$ cat src/rtl/mem_arb_pkg.sv
// Shared types for the instruction/data memory port arbiter.
// Holds the response-owner encoding and the word/strobe widths.
package mem_arb_pkg;

  localparam int WORD_W = 32;
  localparam int STRB_W = 4;

  typedef enum logic [1:0] {
    OWN_NONE = 2'd0,
    OWN_I    = 2'd1,
    OWN_D_LD = 2'd2,
    OWN_D_ST = 2'd3
  } resp_own_e;

endpackage

$ cat src/rtl/mem_arb_starve_ctr.sv
// Fetch starvation counter: counts consecutive cycles fetch loses.
// Ports: clk, rst_n, i_req, i_win in; force_i out (fetch must win now).
module mem_arb_starve_ctr #(
  parameter int STARVE_LIMIT = 4
) (
  input  logic clk,
  input  logic rst_n,
  input  logic i_req,
  input  logic i_win,
  output logic force_i
);

  localparam logic [7:0] LIMIT = 8'(STARVE_LIMIT);

  logic [7:0] cnt_q;
  logic [7:0] cnt_d;

  assign force_i = i_req && (cnt_q == LIMIT);

  // A forced win counts as a grant, so the counter clears on it.
  always_comb begin
    cnt_d = 8'd0;
    if (i_req && !i_win) begin
      cnt_d = cnt_q + 8'd1;
    end
  end

  always_ff @(posedge clk or negedge rst_n) begin
    if (!rst_n) begin
      cnt_q <= 8'd0;
    end else begin
      cnt_q <= cnt_d;
    end
  end

endmodule

$ cat src/rtl/mem_port_arbiter.sv
// Shares one synchronous-read memory port between fetch (I) and LSU (D).
// Ports: i_* fetch side, d_* data side, mem_* RAM side; clk, rst_n.
// Optional: MEM_ARB_STARVE_GUARD_EN adds the fetch starvation guard.
module mem_port_arbiter
  import mem_arb_pkg::*;
#(
  parameter int ADDR_W       = 32,
  parameter int STARVE_LIMIT = 4
) (
  input  logic              clk,
  input  logic              rst_n,
  input  logic              i_req,
  input  logic [ADDR_W-1:0] i_addr,
  output logic              i_gnt,
  output logic              i_rvalid,
  output logic [WORD_W-1:0] i_rdata,
  input  logic              d_req,
  input  logic [ADDR_W-1:0] d_addr,
  input  logic              d_we,
  input  logic [STRB_W-1:0] d_wstrb,
  input  logic [WORD_W-1:0] d_wdata,
  output logic              d_gnt,
  output logic              d_rvalid,
  output logic [WORD_W-1:0] d_rdata,
  output logic              mem_req,
  output logic [ADDR_W-1:0] mem_addr,
  output logic              mem_we,
  output logic [STRB_W-1:0] mem_wstrb,
  output logic [WORD_W-1:0] mem_wdata,
  input  logic [WORD_W-1:0] mem_rdata
);

  logic      force_i;
  logic      i_win;
  logic      d_win;
  resp_own_e own_q;
  resp_own_e own_d;

`ifdef MEM_ARB_STARVE_GUARD_EN
  mem_arb_starve_ctr #(
    .STARVE_LIMIT(STARVE_LIMIT)
  ) u_starve (
    .clk    (clk),
    .rst_n  (rst_n),
    .i_req  (i_req),
    .i_win  (i_win),
    .force_i(force_i)
  );
`else
  // No guard: the limit is meaningless and D always beats I.
  assign force_i = (STARVE_LIMIT < 0);
`endif

  assign i_win = i_req && (!d_req || force_i);
  assign d_win = d_req && !i_win;

  // Grants and the port request are masked while reset is held.
  assign i_gnt   = rst_n && i_win;
  assign d_gnt   = rst_n && d_win;
  assign mem_req = rst_n && (i_req || d_req);

  always_comb begin
    mem_addr  = i_addr;
    mem_we    = 1'b0;
    mem_wstrb = '0;
    mem_wdata = '0;
    own_d     = OWN_NONE;
    unique case (1'b1)
      i_win: begin
        own_d = OWN_I;
      end
      d_win: begin
        mem_addr  = d_addr;
        mem_we    = d_we;
        mem_wstrb = d_we ? d_wstrb : '0;
        mem_wdata = d_wdata;
        own_d     = d_we ? OWN_D_ST : OWN_D_LD;
      end
      default: begin
        own_d = OWN_NONE;
      end
    endcase
  end

  always_ff @(posedge clk or negedge rst_n) begin
    if (!rst_n) begin
      own_q <= OWN_NONE;
    end else begin
      own_q <= own_d;
    end
  end

  assign i_rvalid = (own_q == OWN_I);
  assign d_rvalid = (own_q == OWN_D_LD) || (own_q == OWN_D_ST);
  assign i_rdata  = (own_q == OWN_I) ? mem_rdata : '0;
  assign d_rdata  = (own_q == OWN_D_LD) ? mem_rdata : '0;

endmodule

$ cat config.mk
export PLATFORM = sky130hd
export DESIGN_NAME = mem_port_arbiter
export DESIGN_NICKNAME = d
export VERILOG_FILES = /design/src/rtl/mem_arb_pkg.sv /design/src/rtl/mem_arb_starve_ctr.sv /design/src/rtl/mem_port_arbiter.sv
export SDC_FILE = /design/constraint.sdc
export NUM_CORES = 1
export LEC_CHECK = 0
export CAP_MARGIN = 15
export CORE_AREA = 4 4 103 105
export DETAILED_ROUTE_END_ITERATION = 8
export DIE_AREA = 0 0 107 109
export GPL_ROUTABILITY_DRIVEN = 0
export HOLD_SLACK_MARGIN = 0.05
export PLACE_DENSITY = 0.67
export REMOVE_ABC_BUFFERS = 1
export SLEW_MARGIN = 20
export SYNTH_ARGS = -nofsm -noshare
export SYNTH_HDL_FRONTEND = slang
export SYNTH_HIERARCHICAL = 1
export SYNTH_SLANG_ARGS = --single-unit
$ cat constraint.sdc
create_clock -name clk -period 1.15 [get_ports clk]
set_clock_uncertainty 0.15 [all_clocks]
set_input_delay 0.23 -clock clk [delete_from_list [all_inputs] [get_ports clk]]
set_output_delay 0.23 -clock clk [all_outputs]
set_load 0.03 [all_outputs]
==> results by group <==
Outcome
  – Status: finished, violations left
  – Failing checks: negative setup slack

Finish
  – Nets: 591
  – Post-route cell area: 5190 um^2
  – Final cell count without fillers: 585
  – Top flop regs: own_q: 2 flops
  – Fill cells: 865
  – Commonest non-fill, non-tap cell in the layout: buf_6
  – Register name with the most flops: own_q
  – Area Growth Syn to Fin: 241%
  – Layout cells sized above 1: 0.555
  – Commonest non-fill, non-tap cells in the layout: 139 x buf_6, 64 x clkdlybuf4s50_1, 62 x and3b_1, 59 x dlygate4sd2_1, 34 x and2_4
  – Ant diodes: 0
  – Largest register FFs: 2
  – Post-layout util: 0.539

Routing
  – DR vias/cell: around 4.1
  – Final WL: 9.52 mm
  – DRC: 0
  – First DRT Iteration DRCs: 51
  – Via count: 2377
  – Mean routed wirelength per cell: 16.3 um
  – DR pass1 iterations: 4
  – Remaining antenna violation count after routing: 0

Pwr
  – Leak Pwr: 2.80 nW
  – Overall power: 2.72 mW
  – Maximum vdd drop: 259 uV
  – PwrDens: 524 nW/um^2

Clocking
  – CTS Buffer Depth: 2
  – Clk pin slew, worst setup/hold paths: 0.03 ns
  – Htree depth: 1
  – CTS sink count: 2
  – CTS Root Cell: clkbuf_8
  – CTS tree: built
  – CTS Buf Count: 3

Global route
  – Antenna violations before repair: 0
  – First-pass GRT wire length: 13.0 mm
  – Gr ovfl total: 0
  – Vias in the first global route: 2526
  – Largest net degree at the start of global routing: 67
  – Gr usage total: 0.141

Place
  – Port bufs: 274
  – Placed inst area: around 4200 um^2
  – Placed wire-length estimate: 7.36 mm
  – Setup WS pre-CTS: -0.748 ns
  – Dpl cells: 560

Timing
  – Min cycle time layout: 1.59 ns
  – Pins Over Slew Limit: 0
  – Fmax: 628 MHz
  – Min Hold Slack: 0.375 ns
  – Final setup viols: ~140
  – Final Hold Fails: 0
  – Slew margin rel.: 0.859
  – Crit share post-route: 1.38
  – Setup ws final: -0.441 ns
  – Worst Tran Pin Value: approximately 0.21 ns
  – Fin Setup TNS: -41.64 ns
  – RSZ-0062 raised after global routing: yes

Worst setup path
  – CP Max Fanout: 33
  – WS Path Type: reg2out
  – Crit. End Element: primary output
  – Startpoint Class: flop
  – Worst Path Required: 0.77 ns
  – Worst Path Arrival: 1.21 ns

Floorplan
  – Core area: 9640 um^2
  – Die X: 107 um
  – Die area: between 10000 and 15000 um^2
  – Num ports: 275
  – Die Y: 109 um
  – Initial core utilization: 0.158
  – # rows: 36

Yosys
  – Synthesized flop and latch total: 2
  – Yosys warnings: 6
  – Yosys top cell area share: 0.374
  – Largest cells by area after synthesis: and3b_1 37%, mux2_4 30%, and2_1 14%, buf_2 4.3%, buf_12 3.9%
  – Synth unique cells: 13
  – Syn avg cell area: roughly 9 um^2
  – Sequential share of the synthesized area: 0.0329
  – Synth Cell Area: 1520 um^2
  – Biggest area consumer among synthesized cells: and3b_1
  – Synth Instances: 164

Run
  – Max Cap Viol: 0

Worst hold path
  – Worst min path class: in2reg
worst max-delay path, cell delays in order (launching register included):
cell and delay [ns]:
dfrtp_2 0.43, buf_12 0.17, and3b_2 0.26, buf_6 0.13
worst paths after layout:
check	from	end	depth (start not counted)
max	own_q[0]	d_rdata[31]	3
min	d_req	own_q[1]	4
max in group asynchronous	rst_n	own_q[0]	3
min in group asynchronous	rst_n	own_q[1]	3
Yosys cell counts:
library cell   n
and3b_1       65
and2_1        34
mux2_4        30
buf_2         13
and3_1         4
clkbuf_1       4
buf_12         3
clkbuf_2       3
mux2_2         3
dfrtp_1        2
buf_6          1
nor2b_1        1
o21a_1         1
cells by family after synthesis:
family,share of synthesized area
buf+inv,0.109
simple gates,0.535
mux,0.318
flops,0.0329
compound gates,0.00494
final cells by class:
class / instances / area, um^2 / share of cell area
clock buffers: 3 / 41.3 / 0.00795
multi-input cells: 138 / 1430 / 0.274
flip-flops and latches: 2 / 51.3 / 0.00988
well taps: 133 / 166 / 0.0320
repair buffers: 309 / 3510 / 0.676
where the power goes:
group          switching, mW  internal, mW
registers            0.00642        0.0761
logic                   1.04          1.33
clock network         0.0515         0.221
total                   1.10          1.63
metal layers:
metal  vias to the layer above  wire [um]  track usage
met3                        10       1120       0.0539
met1                      1044       2990        0.129
li1                       1157          -            -
met5                         -          0            0
met4                         0        127       0.0347
met2                       166       5280        0.289
what timing repair did:
| action | CTS | global route |
|---|---|---|
| buffers inserted | 13 | 5 |
| gates resized for setup | 374 | 36 |
| hold endpoints to repair | 2 | 0 |
| gates cloned | 6 | 1 |
| hold buffers | 1 | 0 |
| pin swaps | 15 | 23 |
| setup endpoints to repair | 139 | 139 |
Power figures use the tool's default switching activity.
